**src/rtl/kbd_pkg.sv**
```systemverilog
// kbd_pkg: shared definitions for the keyboard scan-code controller.
//   - PS/2 set-2 scan-code constants (prefixes, modifiers, arrow keys)
//   - character codes pushed for the arrow keys
//   - controller state enum
//   - arrow_char(): maps an arrow scan code to its character code
package kbd_pkg;

  localparam logic [7:0] SC_EXT    = 8'hE0;
  localparam logic [7:0] SC_BREAK  = 8'hF0;
  localparam logic [7:0] SC_LSHIFT = 8'h12;
  localparam logic [7:0] SC_RSHIFT = 8'h59;
  localparam logic [7:0] SC_CTRL   = 8'h14;
  localparam logic [7:0] SC_CAPS   = 8'h58;
  localparam logic [7:0] SC_UP     = 8'h75;
  localparam logic [7:0] SC_DOWN   = 8'h72;
  localparam logic [7:0] SC_LEFT   = 8'h6B;
  localparam logic [7:0] SC_RIGHT  = 8'h74;

  localparam logic [7:0] CH_UP     = 8'h80;
  localparam logic [7:0] CH_DOWN   = 8'h81;
  localparam logic [7:0] CH_LEFT   = 8'h82;
  localparam logic [7:0] CH_RIGHT  = 8'h83;

  typedef enum logic [2:0] {
    ST_IDLE,
    ST_EXT,
    ST_BREAK,
    ST_EXT_BREAK,
    ST_LOOKUP,
    ST_WAIT,
    ST_STORE
  } kbd_state_e;

  function automatic logic [7:0] arrow_char(input logic [7:0] sc);
    logic [7:0] ch;
    ch = 8'h00;
    case (sc)
      SC_UP:    ch = CH_UP;
      SC_DOWN:  ch = CH_DOWN;
      SC_LEFT:  ch = CH_LEFT;
      SC_RIGHT: ch = CH_RIGHT;
      default:  ch = 8'h00;
    endcase
    return ch;
  endfunction

endpackage

```
**src/rtl/kbd_fifo.sv**
```systemverilog
// kbd_fifo: synchronous first-word-fall-through character FIFO.
// Ports:
//   clk, rst       clock, synchronous active-high reset (pointers/count only)
//   push_i         write request; accepted when not full, or when full and
//                  a pop happens in the same cycle
//   push_data_i    byte to write
//   pop_i          read request; ignored while empty
//   head_o         current head byte, 0x00 while empty
//   full_o/empty_o occupancy flags
module kbd_fifo #(
  parameter int DEPTH = 16
) (
  input  logic       clk,
  input  logic       rst,
  input  logic       push_i,
  input  logic [7:0] push_data_i,
  input  logic       pop_i,
  output logic [7:0] head_o,
  output logic       full_o,
  output logic       empty_o
);

  localparam int AW = $clog2(DEPTH);

  logic [7:0]    mem_q [DEPTH];
  logic [AW-1:0] wr_q;
  logic [AW-1:0] rd_q;
  logic [AW:0]   cnt_q;
  logic          do_push;
  logic          do_pop;

  assign empty_o = (cnt_q == '0);
  assign full_o  = (cnt_q == (AW+1)'(DEPTH));
  assign do_pop  = pop_i & ~empty_o;
  // A pop in the same cycle frees the slot being written when full.
  assign do_push = push_i & (~full_o | do_pop);
  assign head_o  = empty_o ? 8'h00 : mem_q[rd_q];

  always_ff @(posedge clk) begin
    if (rst) begin
      wr_q  <= '0;
      rd_q  <= '0;
      cnt_q <= '0;
    end else begin
      if (do_push) wr_q <= wr_q + AW'(1);
      if (do_pop)  rd_q <= rd_q + AW'(1);
      cnt_q <= cnt_q + {{AW{1'b0}}, do_push} - {{AW{1'b0}}, do_pop};
    end
  end

  always_ff @(posedge clk) begin
    if (do_push) mem_q[wr_q] <= push_data_i;
  end

endmodule

```
**src/rtl/kbd_ctrl.sv**
```systemverilog
// kbd_ctrl: PS/2 scan-code controller. Decodes E0/F0 prefixes, tracks
// Shift (left/right), Ctrl and Caps Lock, looks each make code up in an
// external registered ROM, applies modifiers and queues the character.
// Optional feature macro: KBD_EXTKEYS_EN (arrow keys push 0x80-0x83).
// Ports:
//   clk, rst      clock, synchronous active-high reset
//   kbd_event     one-cycle strobe qualifying kbd_byte
//   kbd_byte      received scan-code byte
//   rom_addr      {shift, scancode} ROM address (held between lookups)
//   rom_q         ROM data, one cycle after rom_addr; 0x00 = unmapped
//   data_read     CPU pop strobe
//   data_ready    FIFO not empty
//   data_out      FIFO head, 0x00 when empty
//   caps_lock     Caps Lock state
//   ovf           sticky overflow (dropped event or dropped character)
//   ovf_clr       clears ovf; a coincident new overflow wins
module kbd_ctrl
  import kbd_pkg::*;
#(
  parameter int DEPTH = 16
) (
  input  logic       clk,
  input  logic       rst,
  input  logic       kbd_event,
  input  logic [7:0] kbd_byte,
  output logic [8:0] rom_addr,
  input  logic [7:0] rom_q,
  input  logic       data_read,
  output logic       data_ready,
  output logic [7:0] data_out,
  output logic       caps_lock,
  output logic       ovf,
  input  logic       ovf_clr
);

  kbd_state_e state_q, state_d;
  logic       lshift_q, lshift_d;
  logic       rshift_q, rshift_d;
  logic       ctrl_q, ctrl_d;
  logic       caps_q, caps_d;
  logic       ovf_q, ovf_d;
  logic [8:0] rom_addr_q, rom_addr_d;
  logic       shift;
  logic       push;
  logic [7:0] push_data;
  logic       ev_drop;
  logic       fifo_full;
  logic       fifo_empty;
  logic [7:0] xlat;

  function automatic logic is_upper(input logic [7:0] c);
    return (c >= 8'h41) && (c <= 8'h5A);
  endfunction

  function automatic logic is_lower(input logic [7:0] c);
    return (c >= 8'h61) && (c <= 8'h7A);
  endfunction

  // Caps Lock inverts the letter case chosen by Shift; Ctrl then folds
  // letters onto control codes 0x01-0x1A.
  function automatic logic [7:0] translate(input logic [7:0] c_in,
                                           input logic sh, input logic ct,
                                           input logic cp);
    logic [7:0] c;
    c = c_in;
    if (is_lower(c) && cp && !sh)      c = c - 8'h20;
    else if (is_upper(c) && cp && sh)  c = c + 8'h20;
    if (ct && (is_upper(c) || is_lower(c))) c = c & 8'h1F;
    return c;
  endfunction

  assign shift = lshift_q | rshift_q;
  assign xlat  = translate(rom_q, shift, ctrl_q, caps_q);

  always_ff @(posedge clk) begin
    if (rst) begin
      state_q    <= ST_IDLE;
      lshift_q   <= 1'b0;
      rshift_q   <= 1'b0;
      ctrl_q     <= 1'b0;
      caps_q     <= 1'b0;
      ovf_q      <= 1'b0;
      rom_addr_q <= '0;
    end else begin
      state_q    <= state_d;
      lshift_q   <= lshift_d;
      rshift_q   <= rshift_d;
      ctrl_q     <= ctrl_d;
      caps_q     <= caps_d;
      ovf_q      <= ovf_d;
      rom_addr_q <= rom_addr_d;
    end
  end

  always_comb begin
    state_d    = state_q;
    lshift_d   = lshift_q;
    rshift_d   = rshift_q;
    ctrl_d     = ctrl_q;
    caps_d     = caps_q;
    rom_addr_d = rom_addr_q;
    push       = 1'b0;
    push_data  = 8'h00;
    ev_drop    = 1'b0;

    case (state_q)
      ST_IDLE: begin
        if (kbd_event) begin
          case (kbd_byte)
            SC_EXT:    state_d  = ST_EXT;
            SC_BREAK:  state_d  = ST_BREAK;
            SC_LSHIFT: lshift_d = 1'b1;
            SC_RSHIFT: rshift_d = 1'b1;
            SC_CTRL:   ctrl_d   = 1'b1;
            SC_CAPS:   caps_d   = ~caps_q;
            default: begin
              // Address is registered here so the ROM sees it next cycle.
              rom_addr_d = {shift, kbd_byte};
              state_d    = ST_LOOKUP;
            end
          endcase
        end
      end

      ST_EXT: begin
        if (kbd_event) begin
          state_d = ST_IDLE;
          case (kbd_byte)
            SC_BREAK: state_d = ST_EXT_BREAK;
            SC_CTRL:  ctrl_d  = 1'b1;
`ifdef KBD_EXTKEYS_EN
            SC_UP, SC_DOWN, SC_LEFT, SC_RIGHT: begin
              push      = 1'b1;
              push_data = arrow_char(kbd_byte);
            end
`endif
            default: state_d = ST_IDLE;
          endcase
        end
      end

      ST_BREAK: begin
        if (kbd_event) begin
          state_d = ST_IDLE;
          if (kbd_byte == SC_LSHIFT) lshift_d = 1'b0;
          if (kbd_byte == SC_RSHIFT) rshift_d = 1'b0;
          if (kbd_byte == SC_CTRL)   ctrl_d   = 1'b0;
        end
      end

      ST_EXT_BREAK: begin
        if (kbd_event) begin
          state_d = ST_IDLE;
          if (kbd_byte == SC_CTRL) ctrl_d = 1'b0;
        end
      end

      ST_LOOKUP: begin
        ev_drop = kbd_event;
        state_d = ST_WAIT;
      end

      // rom_q is valid in this cycle; the translated character is pushed
      // at its closing edge so it is readable the cycle after.
      ST_WAIT: begin
        ev_drop   = kbd_event;
        push      = (xlat != 8'h00);
        push_data = xlat;
        state_d   = ST_STORE;
      end

      // Recovery cycle that enforces the minimum spacing between codes.
      ST_STORE: begin
        ev_drop = kbd_event;
        state_d = ST_IDLE;
      end

      default: state_d = ST_IDLE;
    endcase

    // A push into a full FIFO is lost unless a pop frees a slot this cycle.
    if (ev_drop || (push && fifo_full && !data_read)) ovf_d = 1'b1;
    else if (ovf_clr)                                 ovf_d = 1'b0;
    else                                              ovf_d = ovf_q;
  end

  kbd_fifo #(
    .DEPTH(DEPTH)
  ) u_fifo (
    .clk         (clk),
    .rst         (rst),
    .push_i      (push),
    .push_data_i (push_data),
    .pop_i       (data_read),
    .head_o      (data_out),
    .full_o      (fifo_full),
    .empty_o     (fifo_empty)
  );

  assign data_ready = ~fifo_empty;
  assign rom_addr   = rom_addr_q;
  assign caps_lock  = caps_q;
  assign ovf        = ovf_q;

endmodule

```
**config.mk**
```make
export PLATFORM = sky130hd
export DESIGN_NAME = kbd_ctrl
export DESIGN_NICKNAME = d
export VERILOG_FILES = /design/src/rtl/kbd_pkg.sv /design/src/rtl/kbd_fifo.sv /design/src/rtl/kbd_ctrl.sv
export SDC_FILE = /design/constraint.sdc
export NUM_CORES = 1
export LEC_CHECK = 0
export ABC_AREA = 1
export BUFFER_PORTS_ARGS = -buffer_cell sky130_fd_sc_hd__clkbuf_2
export CORE_ASPECT_RATIO = 0.75
export CORE_MARGIN = 5
export CORE_UTILIZATION = 30
export DETAILED_ROUTE_END_ITERATION = 12
export PLACE_DENSITY_LB_ADDON = 0.12
export SLEW_MARGIN = 20
export SYNTH_ARGS = -nofsm -noshare
export SYNTH_HDL_FRONTEND = slang
export SYNTH_HIERARCHICAL = 1
export SYNTH_SLANG_ARGS = --single-unit
```
**constraint.sdc**
```tcl
create_clock -name clk -period 2.6 [get_ports clk]
set_input_delay 0.13 -clock clk [delete_from_list [all_inputs] [get_ports clk]]
set_output_delay 0.13 -clock clk [all_outputs]
set_load 0.02 [all_outputs]
```
# Word-level counts from Yosys, hierarchy flattened
# Memories as Yosys holds them, arrays and structs flattened. A register that Yosys moved wholly into a read port is not among the register bits.
# Cells that the tools add are included.
# classes
n_bitwise	8
mux	34
eq_ne	25
order_cmp	8
n_addsub	6
n_reduce_logical	32
# ops
operator	count
8-bit two-way mux	5
8-bit by 7-bit greater-or-equal comparator with 1-bit output (second input constant)	4
8-bit by 7-bit <= comparator with 1-bit output (second input constant)	4
1-bit two-way mux	18
8-bit by 5-bit equality test with 1-bit output (second input constant)	2
8-bit by 7-bit equality test with 1-bit output (second input constant)	2
8-bit equality test (second input constant)	2
2-bit != test (second input constant)	8
3-bit case mux with 5 select lines	1
5-bit AND reduction	3
1-bit logical AND	11
3-bit equality test (second input constant)	3
3-bit two-way mux	3
3-bit case mux with 3 select lines	1
4-bit by 1-bit adder with 4-bit output (second input constant)	2
8-bit by 6-bit adder with 8-bit output (second input constant)	1
4-bit two-way mux	2
2-bit by 1-bit != test with 1-bit output (second input constant)	4
8-bit nonzero test	1
8-bit by 6-bit subtractor with 8-bit output (second input constant)	1
3-bit by 2-bit equality test with 1-bit output (second input constant)	2
1-bit case mux with 2 select lines	3
3-bit AND reduction	2
2-bit nonzero test	3
other kinds (17)	25
# word_totals
memories	1
elab_cells	124
inputBits	21
reg_bits	30
ram_bits	128
# memory_table
memory	depth	width	read_ports	rd_clocked_by_memory_dff	wr	line_no	rtl
u_fifo.mem_q	16	8	1	1	1	kbd_fifo.sv:25	logic [7:0] mem_q [DEPTH];

# Depth between registers and ports, before layout
# depth
ltp_word	17
depth_mapped	20

# Modules after synthesis
# Netlist, hierarchy kept.
# by_module_without_submodules
module	seq_area_each_um2	area_each_um2	cells_per_inst	instances
kbd_fifo	4184.0	6069.6	543	1
kbd_ctrl	340.3	1209.9	185	1

# Worst setup path after synthesis
# No wires, ideal clock.
# synth_path
kind	flip-flop to flip-flop
from	register caps_q (netlist: caps_lock)
to	register u_fifo.cnt_q[4]
n_path_buf	0
stages_incl_launch_ff	18
arrival_time_ns	2.754
path_slack_ns	-0.276
setup_ns	0.122
cell_sequence	dfxtp_1 nand4_1 nor2_1 nand3_1 nand3_1 inv_1 nand2_1 nand2_1 a31oi_1 nand2_2 ha_1 inv_1 ha_1 fa_1 a21oi_1 o21bai_1 o21ai_0 a21oi_1
# synth_via
elab_chain_len	14
word_cells_on_any_way	20
cone_classes	add/sub (2); order compare (4); mux (4); bitwise (1); reduce/logical (9)
# synth_rtl
item	line_no	rtl
start, declared	kbd_ctrl.sv:40	logic caps_q, caps_d;
start signal, assigned	kbd_ctrl.sv:89	caps_q <= caps_d;
1-bit logical AND (2 in series)	kbd_ctrl.sv:67	else if (is_upper(c) && cp && sh) c = c + 8'h20;
8-bit two-way mux	kbd_ctrl.sv:67	
8-bit two-way mux *	kbd_ctrl.sv:66	if (is_lower(c) && cp && !sh) c = c - 8'h20;
8-bit by 7-bit greater-or-equal comparator with 1-bit output (tied with other cells)	kbd_ctrl.sv:52	return (c >= 8'h41) && (c <= 8'h5A);
1-bit logical AND, on equally long branches	kbd_ctrl.sv:52, kbd_ctrl.sv:56	
1-bit logical OR	kbd_ctrl.sv:68	if (ct && (is_upper(c) || is_lower(c))) c = c & 8'h1F;
1-bit logical AND	kbd_ctrl.sv:68	
8-bit two-way mux *	kbd_ctrl.sv:68	
8-bit nonzero test *	kbd_ctrl.sv:167	push = (xlat != 8'h00);
1-bit two-way mux *	kbd_ctrl.sv:106	case (state_q)
named net push	kbd_ctrl.sv:44	logic push;
1-bit bitwise AND *	kbd_fifo.sv:36	assign do_push = push_i & (~full_o | do_pop);
5-bit by 1-bit adder with 5-bit output *	kbd_fifo.sv:47	cnt_q <= cnt_q + {{AW{1'b0}}, do_push} - {{AW{1'b0}}, do_pop};
5-bit by 1-bit subtractor with 5-bit output *	kbd_fifo.sv:47	
end signal, assigned	kbd_fifo.sv:47	
end, declared	kbd_fifo.sv:28	logic [AW:0] cnt_q;
# The timed path passes the listed nets; every way through them passes the cells marked *.
# A chain may end at the register's enable or synchronous reset.

# Worst setup path after layout
# layout_path
from	register rshift_q
to	register u_fifo.cnt_q[4]
# layout_via
elab_chain_len	14
word_cells_on_any_way	20
cone_classes	add/sub (2); order compare (4); mux (4); bitwise (2); reduce/logical (8)
# layout_rtl
item	line_no	rtl
start, declared	kbd_ctrl.sv:38	logic rshift_q, rshift_d;
start signal, assigned	kbd_ctrl.sv:87	rshift_q <= rshift_d;
1-bit bitwise OR *	kbd_ctrl.sv:72	assign shift = lshift_q | rshift_q;
1-bit logical AND or 1-bit zero test (tied branches)	kbd_ctrl.sv:67, kbd_ctrl.sv:66	
8-bit two-way mux or 1-bit logical AND (tied branches)	kbd_ctrl.sv:67, kbd_ctrl.sv:66	
8-bit two-way mux *	kbd_ctrl.sv:66	
8-bit by 7-bit greater-or-equal comparator with 1-bit output (tied with other cells)	kbd_ctrl.sv:52	
1-bit logical AND, on equally long branches	kbd_ctrl.sv:52, kbd_ctrl.sv:56	
1-bit logical OR	kbd_ctrl.sv:68	
1-bit logical AND	kbd_ctrl.sv:68	
8-bit two-way mux *	kbd_ctrl.sv:68	
8-bit nonzero test *	kbd_ctrl.sv:167	
1-bit two-way mux *	kbd_ctrl.sv:106	
named net push	kbd_ctrl.sv:44	
1-bit bitwise AND *	kbd_fifo.sv:36	
5-bit by 1-bit adder with 5-bit output *	kbd_fifo.sv:47	
5-bit by 1-bit subtractor with 5-bit output *	kbd_fifo.sv:47	
# Marks and branches as above.

==> load_flow_metrics.sql <==
INSERT INTO impl_metrics (metric_group, metric, value, unit) VALUES
('clock_network', 'clk-insertion-delay-late', '0.43', 'ns'),
('die', 'floorplan_die_area', '27500', 'um^2'),
('placement', 'portBuffers', '40', ''),
('clock_network', 'cts_inserted_buffers', '17', ''),
('die', 'io-pin-count', '41', ''),
('drt', 'detailroute.via_count', '5305', ''),
('synthesis', 'synth_enable_flop_cells', '128', ''),
('final_layout', 'n_antenna_cell', '0', ''),
('die', 'die_h', '145', 'um'),
('grt', 'grt_start_max_net_pins', '55', ''),
('synthesis', 'avgSynthCellArea', '10.0', 'um^2'),
('placement', 'post-place-ws', '-0.242', 'ns'),
('worst_hold_path', 'worstHoldPathType', 'in -> reg', ''),
('sta', 'fmaxAchievable', '368', 'MHz'),
('clock_network', 'cts.clk_slew.worst_paths', '0.07', 'ns'),
('final_layout', 'layout.nets', '860', ''),
('critical_path', 'critPathLaunchType', 'flop', ''),
('placement', 'place.gp.congestion', '0.810', ''),
('synthesis', 'yosys.area.top_type_share', '52.8', '%'),
('grt', 'global_route.usage.total', '13.3', '%'),
('sta', 'skew', '0.0130', 'ns'),
('critical_path', 'nature_of_the_critical_path_endpoint', 'flop', ''),
('final_layout', 'area_delta_synth_final', '22.7', '%'),
('sta', 'timing.final.ws_setup', '-0.117', 'ns'),
('clock_network', 'cts_root_buf', 'sky130_fd_sc_hd__clkbuf_16', ''),
('grt', 'grt_overflow_total', '0', ''),
('critical_path', 'crit_path_max_incr_delay', '0.37', 'ns'),
('synthesis', 'yosysTopAreaCell', 'sky130_fd_sc_hd__edfxtp_1', ''),
('synthesis', 'netlist_area', '7280', 'um^2'),
('die', 'fp.coreArea', '23900', 'um^2'),
('drt', 'drt_first_iter_violations', '351', ''),
('pwr', 'share_clk_of_total_power', '34.1', '%'),
('drt', 'drtAntennaViolNets', '0', ''),
('critical_path', 'critical_path_peak_fanout', '3', ''),
('pwr', 'switching_share', '33.3', '%'),
('sta', 'timing.final.crit_share', '105', '%'),
('drt', 'drc_errors_left', '0', ''),
('critical_path', 'setup.worst_path.class', 'reg -> reg', ''),
('drt', 'drtPass1Iterations', '5', ''),
('final_layout', 'finish.cell_count_without_fillers', '1143', ''),
('pwr', 'power_switching', '2.45', 'mW'),
('synthesis', 'synth_top_flop_cell', 'sky130_fd_sc_hd__edfxtp_1', ''),
('sta', 'setup_violations', '2', ''),
('placement', 'hpwlAfterDp', '11.9', 'mm'),
('grt', 'vias_in_the_first_global_route', '5081', ''),
('synthesis', 'synth.distinct_cells', '34', ''),
('sta', 'final_period_minus_worst_setup_slack', '2.72', 'ns'),
('final_layout', 'finalCoreUtilization', '37.4', '%'),
('synthesis', 'netlist_instances', '728', ''),
('synthesis', 'ys.warnings.count', '6', ''),
('synthesis', 'postSynthNetCount', '764', ''),
('synthesis', 'asyncSetResetFlopFracSynth', '0', '%'),
('drt', 'via_density', '4.64', ''),
('grt', 'grt_pass1_wl', '28.6', 'mm'),
('sta', 'worst_pin_slew', '0.704', 'ns'),
('synthesis', 'portion_of_the_post_synthesis_area_used_by_sequential_elements', '62.2', '%'),
('outcome', 'status', 'complete, but fails checks', ''),
('synthesis', 'ys_seq_elements', '162', ''),
('drt', 'drt-wirelength-per-cell', '15.8', 'um'),
('critical_path', 'worstPathArrival', '3.03', 'ns'),
('clock_network', 'clockBufferDepth', '2', ''),
('outcome', 'violated_checks', 'negative setup slack', ''),
('critical_path', 'cpMaxStageDelayCell', 'sky130_fd_sc_hd__fa_2', ''),
('final_layout', 'drive_gt1_share', '22.3', '%'),
('die', 'placementRows', '49', ''),
('synthesis', 'area_contributors_post_synth', 'sky130_fd_sc_hd__edfxtp_1 53%, sky130_fd_sc_hd__nand2_1 10%, sky130_fd_sc_hd__dfxtp_1 9.4%', ''),
('drt', 'routed_wl', '18.1', 'mm'),
('sta', 'finalMaxSlewViolations', '0', ''),
('flow_run', 'max-cap-violations', '0', ''),
('clock_network', 'cts_max_level', '4', ''),
('placement', 'placed_cells_incl_taps', '1099', '');
[through the flow]
stage | instance area, um^2 | total power, mW | TNS [ns]
final | 8930 | 7.34 | -0.188
after global routing | 8930 | 7.75 | -0.825
after CTS | 8840 | 7.36 | -0.0834
after detailed placement | 8140 | 4.81 | -0.397
after global placement | 8140 | 4.79 | -0.312
after floorplan | 7330 | 4.27 | -0.111
[kinds of logic (layout without fill, tap and decap cells)]
logic type      Yosys count  count (layout)  synth area share (%)
flops                   162             162                  62.2
buf+inv                  90             199                  5.91
compound gates           50              50                  4.62
fa+ha+maj                15              15                  2.68
xor+xnor                  8               8                 0.962
simple gates            403             403                  23.7
[state kept, by name, indices dropped and copies added, names as in the netlist, 3 cells and up, named ones only]
signal        count
u_fifo/mem_q    128
rom_addr          9
u_fifo/cnt_q      5
u_fifo/rd_q       4
u_fifo/wr_q       4
state_q           3
[worst paths after layout]
| check | startpoint | endpoint | slack (ns) | cells after the start |
|---|---|---|---|---|
| hold / removal | kbd_byte[0] | rom_addr[0]$_SDFFE_PP0P_ | 0.02 | 3 |
| setup reg to reg | rshift_q$_SDFFE_PP0P_ | u_fifo/cnt_q[4]$_SDFF_PP0_ | -0.12 | 17 |
| setup / recovery | rshift_q$_SDFFE_PP0P_ | u_fifo/cnt_q[4]$_SDFF_PP0_ | -0.12 | 17 |
| hold reg to reg | rom_addr[5]$_SDFFE_PP0P_ | rom_addr[5]$_SDFFE_PP0P_ | 0.48 | 2 |
[power groups by stage]
stage | combinational (mW) | clock, mW | sequential [mW]
global placement | 1.80 | 0 | 2.99
floorplan | 1.30 | 0 | 2.97
CTS | 1.84 | 2.58 | 2.94
detailed placement | 1.81 | 0 | 2.99
global route | 2.11 | 2.70 | 2.95
finish | 1.90 | 2.51 | 2.94
[placed cells by master, fill, tap and decap left out, types with 5 or more instances in the layout]
master,count
sky130_fd_sc_hd__nor2_1,62
sky130_fd_sc_hd__ha_1,12
sky130_fd_sc_hd__nand3_1,115
sky130_fd_sc_hd__dfxtp_1,30
sky130_fd_sc_hd__clkbuf_16,17
sky130_fd_sc_hd__inv_6,5
sky130_fd_sc_hd__nand2_2,5
sky130_fd_sc_hd__nor2_2,5
sky130_fd_sc_hd__a211oi_2,8
sky130_fd_sc_hd__edfxtp_1,128
sky130_fd_sc_hd__inv_1,44
sky130_fd_sc_hd__buf_4,52
sky130_fd_sc_hd__a21oi_1,21
sky130_fd_sc_hd__clkbuf_2,40
sky130_fd_sc_hd__inv_2,16
sky130_fd_sc_hd__buf_6,5
sky130_fd_sc_hd__nand2_1,196
sky130_fd_sc_hd__o21ai_0,6
sky130_fd_sc_hd__nand4_1,5
sky130_fd_sc_hd__dlygate4sd3_1,7
[critical path: cells and delay by family, from the launching register on]
family | cells | cell delay (ns)
AOI/OAI and AO/OA | 5 | 0.57
adders and majority gates | 3 | 0.79
buffers and inverters | 2 | 0.14
DFF | 1 | 0.34
and+or+nand+nor | 7 | 0.76
[repair_timing]
action	CTS	global route
gates resized for setup	6	20
pin swaps	9	3
hold buffers	7	0
setup buffers	3	2
endpoints found under the hold margin	7	0
endpoints found under the setup margin	3	77
[routing by layer]
metal	global-route usage, %	wire, um
met5	0	0
met4	3.58	191
met3	2.71	643
met2	20.0	8010
met1	19.6	9270
[layout make-up]
type                            count  area (um^2)  area share [%]
Clock buffer                       18          429            4.80
Multi-Input combinational cell    476         2440            27.4
Timing Repair Buffer              106          757            8.47
Sequential cell                   162         4530            50.7
Inverter                           61          229            2.56
Tap cell                          306          383            4.29
Clock inverter                     14          161            1.81
No activity file was read; power rests on OpenSTA's default activity.
